## config.mk

```make
export PLATFORM = sky130hd
export DESIGN_NAME = mult_share_ctrl
export DESIGN_NICKNAME = d
export VERILOG_FILES = /design/src/rtl/mult_share_ctrl.sv
export SDC_FILE = /design/constraint.sdc
export NUM_CORES = 1
export LEC_CHECK = 0
export ABC_AREA = 1
export BUFFER_PORTS_ARGS = -buffer_cell sky130_fd_sc_hd__buf_2
export CORE_MARGIN = 1.5
export CORE_UTILIZATION = 45
export CTS_BUF_LIST = sky130_fd_sc_hd__clkbuf_4 sky130_fd_sc_hd__clkbuf_8 sky130_fd_sc_hd__clkbuf_16
export DETAILED_ROUTE_END_ITERATION = 16
export GPL_ROUTABILITY_DRIVEN = 0
export GPL_TIMING_DRIVEN = 1
export PLACE_DENSITY = 0.81
export SLEW_MARGIN = 10
export SYNTH_ARGS = -nofsm -noshare
export SYNTH_HDL_FRONTEND = slang
export SYNTH_SLANG_ARGS = --single-unit
```

## constraint.sdc

```tcl
create_clock -name clk -period 2.29 [get_ports clk]
set_input_delay 0.5725 -clock clk [delete_from_list [all_inputs] [get_ports clk]]
set_output_delay 0.5725 -clock clk [all_outputs]
set_load 0.02 [all_outputs]
```

## src/rtl/mult_share_ctrl.sv

```systemverilog
// mult_share_ctrl: round-robin scheduler time-sharing one free-running sequential multiplier among N requesters
module mult_share_ctrl #(
  parameter int M = 12,
  parameter int N = 4
) (
  input  logic           clk,
  input  logic           rst_n,
  input  logic [N-1:0]   req,
  input  logic [N*M-1:0] a_in,
  input  logic [N*M-1:0] b_in,
  output logic [N-1:0]   gnt,
  output logic [N-1:0]   done,
  output logic [2*M-1:0] result,
  output logic [M-1:0]   mult_a,
  output logic [M-1:0]   mult_b,
  input  logic [2*M-1:0] mult_p,
  input  logic           mult_update
);
  localparam int W = $clog2(N);
  typedef enum logic [1:0] {IDLE, ARM, RUN} state_t;
  state_t state, state_d;
  logic [W-1:0] ptr, ptr_d, g, g_d, g_nxt, pick, idx;
  logic [N-1:0] gnt_d, done_d;
  logic [2*M-1:0] result_d;
  logic [M-1:0] a_d, b_d;
  logic upd_q, e;
  assign e = mult_update & ~upd_q;
  assign g_nxt = (int'(g) == N - 1) ? '0 : g + 1'b1;
  always_comb begin
    pick = ptr;
    idx = '0;
    for (int k = N - 1; k >= 0; k--) begin
      idx = W'((int'(ptr) + k) % N);
      if (req[idx]) pick = idx;
    end
  end
  always_comb begin
    state_d = state;
    ptr_d = ptr;
    g_d = g;
    gnt_d = gnt;
    done_d = '0;
    result_d = result;
    a_d = mult_a;
    b_d = mult_b;
    case (state)
      IDLE: if (|req) begin
        state_d = ARM;
        g_d = pick;
        gnt_d = N'(1) << pick;
        a_d = a_in[int'(pick)*M +: M];
        b_d = b_in[int'(pick)*M +: M];
      end
      // the first completion after grant came from the old operands; only RUN may capture
      ARM, RUN: if (!req[g] || (e && state == RUN)) begin
        state_d = IDLE;
        gnt_d = '0;
        ptr_d = g_nxt;
        if (req[g]) begin
          result_d = mult_p;
          done_d = gnt;
        end
      end else if (e) state_d = RUN;
      default: state_d = IDLE;
    endcase
  end
  always_ff @(posedge clk or negedge rst_n)
    if (!rst_n) begin
      state <= IDLE;
      ptr <= '0;
      g <= '0;
      gnt <= '0;
      done <= '0;
      result <= '0;
      mult_a <= '0;
      mult_b <= '0;
      upd_q <= 1'b0;
    end else begin
      state <= state_d;
      ptr <= ptr_d;
      g <= g_d;
      gnt <= gnt_d;
      done <= done_d;
      result <= result_d;
      mult_a <= a_d;
      mult_b <= b_d;
      upd_q <= mult_update;
    end
endmodule

```

# --- After elaboration in Yosys (flattened, before gate mapping) ---
# Cells that the tools add are included.
word_totals:
  input_bits: 127
  register_bits: 63
  wordCells: 67
op_classes:
  add_sub_neg: 4
  magnitude_cmp: 5
  multipliers: 1
  n_reduce_logical: 12
  shift: 3
  n_eq_ne: 6
  mux: 25
  bitwise: 2
ops:
  columns: ["op", "count"]
  rows:
  - ["48-bit by 32-bit indexed part select with 12-bit output", 1]
  - ["48-bit by 7-bit indexed part select with 12-bit output", 1]
  - ["4-bit 2-to-1 mux", 5]
  - ["2-bit 2-to-1 mux", 8]
  - ["2-bit by 3-bit less-than comparator with 1-bit output (second input constant)", 5]
  - ["1-bit binary-select mux with 2-bit select", 5]
  - ["4-bit case mux with 2 select lines", 1]
  - ["2-bit AND reduction", 3]
  - ["3-bit AND reduction", 2]
  - ["1-bit 2-to-1 mux", 5]
  - ["2-bit by 1-bit adder with 2-bit output (second input constant)", 2]
  - ["2-bit adder (second input constant)", 2]
  - ["2-bit by 1-bit equality test with 1-bit output (second input constant)", 2]
  - ["2-bit by 2-bit multiplier with 4-bit output (second input constant)", 1]
  - ["2-bit != test (second input constant)", 2]
  - ["2-bit case mux with 2 select lines", 1]
  - ["4-bit OR reduction", 1]
  - ["1-bit by 2-bit left shift with 4-bit output (first input constant)", 1]
  - ["3-bit != test (second input constant)", 1]
  - ["2-bit equality test (second input constant)", 1]
  - ["2-bit zero test", 1]
  - ["2-bit nonzero test", 1]
  - ["2-bit OR reduction", 1]
  - ["1-bit AND", 1]
  - ["other kinds (4)", 4]

# --- Longest topological paths before layout ---
# Gate-level depths: netlist (run 1).
logic_depth:
  word_depth: 10
  depth_mapped: 16
  ltp_nobuf: 15

# --- Worst setup path after synthesis (run 1) ---
# OpenSTA, ideal clock, no wires.
synth_timing:
  path_type: "input port to flip-flop"
  from: "input req[1]"
  to: "register result[0]"
  slack_ns: 0.446
  setup_time_ns: 0.125
  t_arrival_ns: 1.719
  stages: 8
  cell_sequence: "inv_1 a21oi_1 o21ai_0 nand2_1 nand3b_1 buf_2 buf_2 mux2_2"
synth_between:
  elab_chain_len: 5
synth_lines:
  columns: ["item", "line_no", "rtl"]
  rows:
  - ["start, declared", "8", "input logic [N-1:0] req,"]
  - ["1-bit binary-select mux with 2-bit select *", "55, 59", null]
  - ["1-bit 2-to-1 mux (not written as such) *", "55, 59", null]
  - ["1-bit zero test", "55", "ARM, RUN: if (!req[g] || (e && state == RUN)) begin"]
  - ["1-bit logical OR", "55", null]
  - ["3-bit AND reduction (no line) *", null, null]
  - ["end signal, assigned", "84", "result <= result_d;"]
  - ["end, declared", "13", "output logic [2*M-1:0] result,"]
# Mark *: on every way between the ends. The rest lies on a longest branch, timed or not. The select of a mux whose other input is x is not followed.
# A chain may end at the register's enable or synchronous reset.

# --- Worst setup path in the final report (run 1) ---
layout_timing:
  from: "register ptr[0]"
  to: "register mult_a[1]"
layout_between:
  elab_chain_len: 9
layout_lines:
  columns: ["item", "line_no", "rtl"]
  rows:
  - ["start, declared", "22", "logic [W-1:0] ptr, ptr_d, g, g_d, g_nxt, pick, idx;"]
  - ["start signal, assigned", "80", "ptr <= ptr_d;"]
  - ["2-bit adder", "33", "idx = W'((int'(ptr) + k) % N);"]
  - ["1-bit binary-select mux with 2-bit select", "34", "if (req[idx]) pick = idx;"]
  - ["1-bit 2-to-1 mux (not written as such)", "34", null]
  - ["2-bit 2-to-1 mux (3 in a row)", "34", null]
  - ["2-bit 2-to-1 mux *", "34", null]
  - ["2-bit by 2-bit multiplier with 4-bit output *", "51", "a_d = a_in[int'(pick)*M +: M];"]
  - ["48-bit by 32-bit indexed part select with 12-bit output *", "51", null]
  - ["end signal, assigned", "75", "mult_a <= '0;"]
  - ["end signal, assigned", "85", "mult_a <= a_d;"]
  - ["end, declared", "14", "output logic [M-1:0] mult_a,"]
# Marks and branches as above.

==> results of run 1 <==
per-layer routing:
layer  routed length, um  part of all wire
met5                   0                 0
met1                4692              0.40
met2                5727              0.48
met3                1130             0.095
met4                 311             0.026
per-stage QoR:
stage	cells	power [mW]	area [um2]	utilization
after floorplan	534	5.891	3914	-
after global placement	803	6.962	4911	0.5888
after detailed placement	803	7.113	4911	0.5888
after CTS	818	8.261	5141	0.6164
after global routing	818	9.038	5145	0.6169
final	818	8.267	5145	0.6169
state kept, by name, indices dropped and copies added, names as in the netlist:
signal / flops
done: 4
g: 2
gnt: 4
mult_a: 12
mult_b: 12
ptr: 2
result: 24
state: 2
upd_q: 1
Yosys cell counts (6+ instances only):
cell type and number:
inv_2 6, nand3_1 105, inv_1 62, mux2_2 24, nand2_1 207, buf_2 13
buf_4 6, nor2_1 7, dfrtp_1 63, o21ai_0 6
cells by family (layout without fill, tap and decap cells):
family	after synthesis	after routing	share of synthesized area
AOI/OAI and AO/OA	15	15	0.02302
adders and majority gates	4	4	0.01279
buffers and inverters	95	274	0.1068
DFF	63	63	0.4028
muxes	24	24	0.06905
and+or+nand+nor	333	333	0.3856
critical path, stage by stage (launching register included):
cell and delay (ns):
dfrtp_2 0.49, inv_4 0.16, nand2_1 0.09, nand2_1 0.09, nand2_1 0.08, nand2_2 0.11
nand2_4 0.08, nand2_8 0.09, nand2_8 0.08, nand2_8 0.20, nand2_4 0.18, nand2_1 0.09
nand3_1 0.08, nand2_1 0.09, nand2_1 0.05, nand2_1 0.08
worst max-delay path by stage:
| stage | start | to | cells after the start |
|---|---|---|---|
| 4_1_cts | ptr[0] | mult_a[3] | 15 |
| 6_report | ptr[0] | mult_a[1] | 15 |
| 3_3_place_gp | req[1] | mult_a[9] | 14 |
| 2_1_floorplan | req[1] | result[0] | 8 |
| 3_5_place_dp | req[1] | mult_a[9] | 14 |
| 5_1_grt | ptr[0] | mult_a[2] | 15 |
report_power, final:
part           leakage (nW)  internal (mW)  total [mW]  switching (mW)
Sequential            0.815           1.56        1.82           0.267
Clock                 0.118          0.694        1.11           0.412
Combinational          2.27           1.79        5.34            3.55
final cells by class:
class	count	area, um2
fill	790	3196
multi-input combinational	376	1919
sequential	63	1578
timing repair buffer	191	1028
inverter	68	257.7
clock buffer	12	165.2
tap	105	131.4
clock inverter	3	65.06
repair_timing:
action	CTS	global route
hold buffers	0	0
resized for setup	0	2
setup endpoints to repair	0	24
==> metrics.csv, run 1 <==
metric,value,unit
crit path DAT,2.37,ns
minimum clock period,2.096,ns
GRT met3 Usage,0.06240,
max_cap viols,0,
Max VDD drop,0.0008770,V
final setup fails,0,
initial antenna violation count,0,
"commonest non-fill, non-tap cell in the layout",nand2_1,
PD cells,1607,nW/um2
area fraction of the dominant cell type after synthesis,0.4028,
Critical Path Source Type,flop,
Crit. End Element,flop,
pre-CTS setup slack,0.09395,ns
"Cell Area, Synth",3914,um2
met2 Use GR,0.4495,
Setup Total Neg Slack,0,ns
final-report max-slew violation count,0,
clk sinks,63,
"critical path fanouts, max",37,
"Top FF cell, synth",dfrtp_1,
dominant cells by area after synthesis,"dfrtp_1 40%, nand2_1 20%, nand3_1 13%, mux2_2 6.9%, inv_1 5.9%",
top cell type by total area after synthesis,dfrtp_1,
met1 Use GR,0.2981,
core area,8341,um2
routed vias,4195,
Starting Density,0.4692,
Layout area overhead,31.46,%
Gate Count Post-Synth,534,
largest net degree at the start of global routing,64,
Max Clk Rate,477.1,MHz
routed vias/inst,5.128,
skew final,0.006397,ns
Worst-Skew Late Latency,0.34,ns
remaining antenna violation count,0,
grt ovf,0,
GRT Total Usage,0.2555,
synthesized flop and latch total,63,
CTS tree,yes,
Worst R2R Setup Slack,0.19,ns
post-synth cell types,26,
Final Hold Vio Count,0,
Slew HR,0.4451,
CTS Buf Count,9,
number of inserted diodes,0,
sequential fraction of the synthesis area,0.4028,
clock-pin slew on the worst setup and hold paths,0.07,ns
number of synthesized flops with an enable pin,0,
worst setup path class,flop to flop,
TritonRoute pass-1 iters,6,
Rows,33,
port bufs,182,
DRT iter0 DRCs,241,
DRC,0,
final setup margin,0.1941,ns
RSZ-0062 raised after global routing,no,
most frequent cells in the layout,"207 x nand2_1, 182 x buf_2, 105 x nand3_1",
Synthesis Warnings,0,
LEAKAGE,3.200,nW
die width,96.26,um
outcome,"finished, final reports clean",
Die Y,96.26,um
share of cells above drive strength 1,0.3492,
reg2reg end,mult_a[1],
R2R depth,15,
RR Startpoint,ptr[0],
Die Area,9266,um2
period utilization,0.9153,
Syn Nets,665,
Post CTS Setup Buffer Count,0,
vias in the first global route,3933,
actual slew at the worst max-slew pin,0.8314,ns
clk buf depth,2,
io pins,183,
Critical Path RT,2.57,ns
CTS H-tree depth,3,
detailed placement HPWL,8.933,mm
Async SR Flop Fraction,1.000,
Nets,840,
clock root cell,clkbuf_8,
Final Hold Slack,0.2210,ns
worst min path class,input pin to asynchronous set/reset pin,
WL final,11.86,mm
routed len/inst,14.50,um
syn avg cell area,7.329,um2
first-pass GRT wire length,17.94,mm
global route hottest layer,met2,
Note: power is estimated with default switching activity, not from simulation.
==> inputs of run 2 (changes only) <==
Settings changed: ABC_AREA 1 to not set, PLACE_DENSITY 0.81 to 0.84, REMOVE_ABC_BUFFERS set to 1.
==> run 2 against run 1 <==
  * Global-route usage decreased by 1.4 points
  * Non-clock buffer count is 10 higher
  * Sequential share of layout area is 3.1 points higher
  * Synthesized cell count decreased by 40%
  * Sequential cell count unchanged
  * First-iteration DRC count decreased by 57%
  * Worst setup slack better by 0.18 ns
  * Largest cell class is now registers
  * Register-to-register slack improved by 0.18 ns
  * Clock-buffer cell count shrank 2
  * Critical endpoint is now gnt[1]
==> metrics.csv, run 2 <==
metric,value,unit,change
GRT met3 Usage,0.06187,,-0.0005361
worst min path class,input pin to asynchronous set/reset pin,,
initial antenna violation count,0,,unchanged
Async SR Flop Fraction,1.000,,unchanged
CTS H-tree depth,3,,unchanged
post-synthesis compound-gate area fraction,0.1936,,+0.1706
crit path DAT,2.14,ns,-0.23 ns
Rows,31,,-6.1%
"critical path, cell by cell","mux4_2, a311o_1, o41ai_1",,
Starting Density,0.4613,,-0.007922
Gate Count Post-Synth,318,,-40%
"Top FF cell, synth",dfrtp_1,,
final setup margin,0.3729,ns,+0.1789 ns
outcome,"finished, final reports clean",,
Max VDD drop,0.0005512,V,-37%
WL final,9.541,mm,-20%
share of cells above drive strength 1,0.4912,,+0.1420
LEAKAGE,2.491,nW,-22%
syn avg cell area,10.47,um2,+43%
"critical path fanouts, max",8,,-78%
GRT Total Usage,0.2412,,-0.01423
Slew HR,0.7145,,+0.2694
adder-cell share of the synthesized area,0.01504,,+0.002250
clk buf depth,2,,unchanged
CTS Buf Count,9,,unchanged
port bufs,182,,unchanged
synthesized flop and latch total,63,,unchanged
Crit. End Element,flop,,
grt ovf,0,,unchanged
"Cell Area, Synth",3328,um2,-15%
Post-synth top cells,"63 x dfrtp_1, 48 x a211oi_1, 32 x nor2_1",,
largest registers,"result x24, mult_a x12, mult_b x12",,
actual slew at the worst max-slew pin,0.4244,ns,-0.4071 ns
clk sinks,63,,unchanged
Design Power,5.908,mW,-29%
Worst R2R Setup Slack,0.37,ns,+0.18 ns
R2R depth,3,,-12
routed vias,3249,,-23%
Post-DP Area,4466,um2,-9.1%
Critical Path Source Type,flop,,
number of synthesized flops with an enable pin,0,,unchanged
max reg flops,24,,unchanged
mux cell area share after synthesis,0.1635,,+0.09448
"Design Area, Final",4673,um2,-9.2%
DRT iter0 DRCs,104,,-57%
final setup fails,0,,unchanged
most frequent cells in the layout,"182 x buf_2, 63 x dfrtp_1, 48 x a211oi_1",,
"count leader, synth",dfrtp_1,,
number of inserted diodes,0,,unchanged
final-report max-slew violation count,0,,unchanged
met2 Use GR,0.4215,,-0.02804
TritonRoute pass-1 iters,4,,-2
period utilization,0.8372,,-0.07810
Max Clk Rate,521.6,MHz,+9.3%
detailed placement HPWL,7.132,mm,-20%
Finished Layout Cells,612,,-25%
Setup Total Neg Slack,0,ns,unchanged
Post-Route Utilization,0.6478,,+0.03090
pre-CTS setup slack,0.1103,ns,+0.01635 ns
clock-pin slew on the worst setup and hold paths,0.08,ns,about the same
Synthesis Warnings,0,,unchanged
sequential fraction of the synthesis area,0.4737,,+0.07087
critical path's largest stage delay,0.58,ns,+0.09 ns
routed len/inst,15.59,um,+7.5%
Final Hold Vio Count,0,,unchanged
DRC,0,,unchanged
Fillers,590,,-25%
skew final,0.01155,ns,+0.005152 ns
CTS-repair resized insts,0,,unchanged
cts hold-fix bufs,0,,unchanged
clock root cell,clkbuf_8,,
dominant cells by area after synthesis,"dfrtp_1 47%, a211oi_1 11%, mux2_2 8.5%, mux2i_1 7.2%, a31oi_1 4.5%",,
Crit-path slowest cell,mux4_2,,
vias in the first global route,3176,,-19%
RR Startpoint,g[0],,
reg2reg end,gnt[1],,
global route hottest layer,met2,,
io pins,183,,unchanged
post-synthesis simple-gate area fraction,0.08383,,-0.3017
worst setup path class,flop to flop,,
core area,7214,um2,-14%
Nets,639,,-24%
max_cap viols,0,,unchanged
routed vias/inst,5.309,,+3.5%
CTS tree,yes,,
Top reg by flops,result,,
first-pass GRT wire length,14.40,mm,-20%
Die Area,7921,um2,-15%
XOR/XNOR Fraction of Synth Area,0,,unchanged
Post CTS Setup Buffer Count,0,,unchanged
"commonest non-fill, non-tap cell in the layout",buf_2,,
met1 Use GR,0.2748,,-0.02332
cell total after placement,596,,-26%
post-synth cell types,35,,+35%
minimum clock period,1.917,ns,-0.1789 ns
largest net degree at the start of global routing,64,,unchanged
die width,89,um,-7.5%
Die Y,89,um,-7.5%
area fraction of the dominant cell type after synthesis,0.4737,,+0.07087
top cell type by total area after synthesis,dfrtp_1,,
PD cells,1264,nW/um2,-21%
Layout area overhead,40.41,%,
remaining antenna violation count,0,,unchanged
RSZ-0062 raised after global routing,no,,
Critical Path RT,2.51,ns,-0.06 ns
combinational family with the most area after synthesis,compound AO/OA/AOI/OAI gates,,
Final Hold Slack,0.2270,ns,+0.006003 ns
Worst-Skew Late Latency,0.34,ns,about the same
## run 2: changes by cell type after synthesis, sizes merged, moves of 4 or more
| cell | before | now |
|---|---|---|
| a211oi | 0 | 48 |
| a31oi | 0 | 24 |
| buf | 24 | 12 |
| clkbuf | 3 | 10 |
| inv | 68 | 31 |
| mux2i | 0 | 24 |
| nand2 | 216 | 9 |
| nand3 | 107 | 2 |
| nor2 | 7 | 33 |
| nor2b | 0 | 5 |
| o22ai | 4 | 0 |
## run 2: cells by family (layout without fill, tap and decap cells)
family / after synthesis / count (layout)
AO/OA/AOI/OAI: 90 / 90
flip-flops: 63 / 63
AND/OR/NAND/NOR: 58 / 58
buffers and inverters: 53 / 248
multiplexers: 50 / 50
adder cells (fa/ha/maj): 4 / 4
## run 2: critical path: cells and delay by family, from the launching register on
family	cells	cell delay, ns
compound gates	2	0.81
flops	1	0.42
mux	1	0.58
## run 2: worst max path at each step
| stage | from | to | slack [ns] | cells after the start |
|---|---|---|---|---|
| 2_1_floorplan | req[0] | gnt[1] | -1.19 | 4 |
| 3_3_place_gp | req[3] | gnt[1] | 0.16 | 4 |
| 3_5_place_dp | req[3] | gnt[1] | 0.11 | 4 |
| 4_1_cts | g[0] | gnt[1] | 0.37 | 3 |
| 5_1_grt | ptr[1] | mult_b[9] | 0.24 | 6 |
| 6_report | g[0] | gnt[1] | 0.37 | 3 |
## run 2: cell type report
cell class / count / area [um2] / share of cell area
clock buffers: 10 / 137.6 / 0.02945
clock inverters: 6 / 70.07 / 0.01499
inverters: 31 / 116.4 / 0.02490
multi-input cells: 202 / 1533 / 0.3280
flip-flops and latches: 63 / 1577 / 0.3373
well taps: 99 / 123.9 / 0.02651
repair buffers: 201 / 1116 / 0.2388
## run 2: where the power goes
| part | switching [mW] | total (mW) | leakage, nW | internal [mW] |
|---|---|---|---|---|
| Sequential | 0.264 | 1.83 | 0.792 | 1.57 |
| Clock | 0.449 | 0.984 | 0.0947 | 0.535 |
| Combinational | 1.84 | 3.09 | 1.60 | 1.25 |
| Total | 2.55 | 5.91 | 2.49 | 3.36 |
## run 2: layer usage
layer | up-vias | wire length, um
met5 | - | 0
met4 | 0 | 252
met3 | 23 | 704
met2 | 161 | 4822
met1 | 1522 | 3761
li1 | 1543 | -
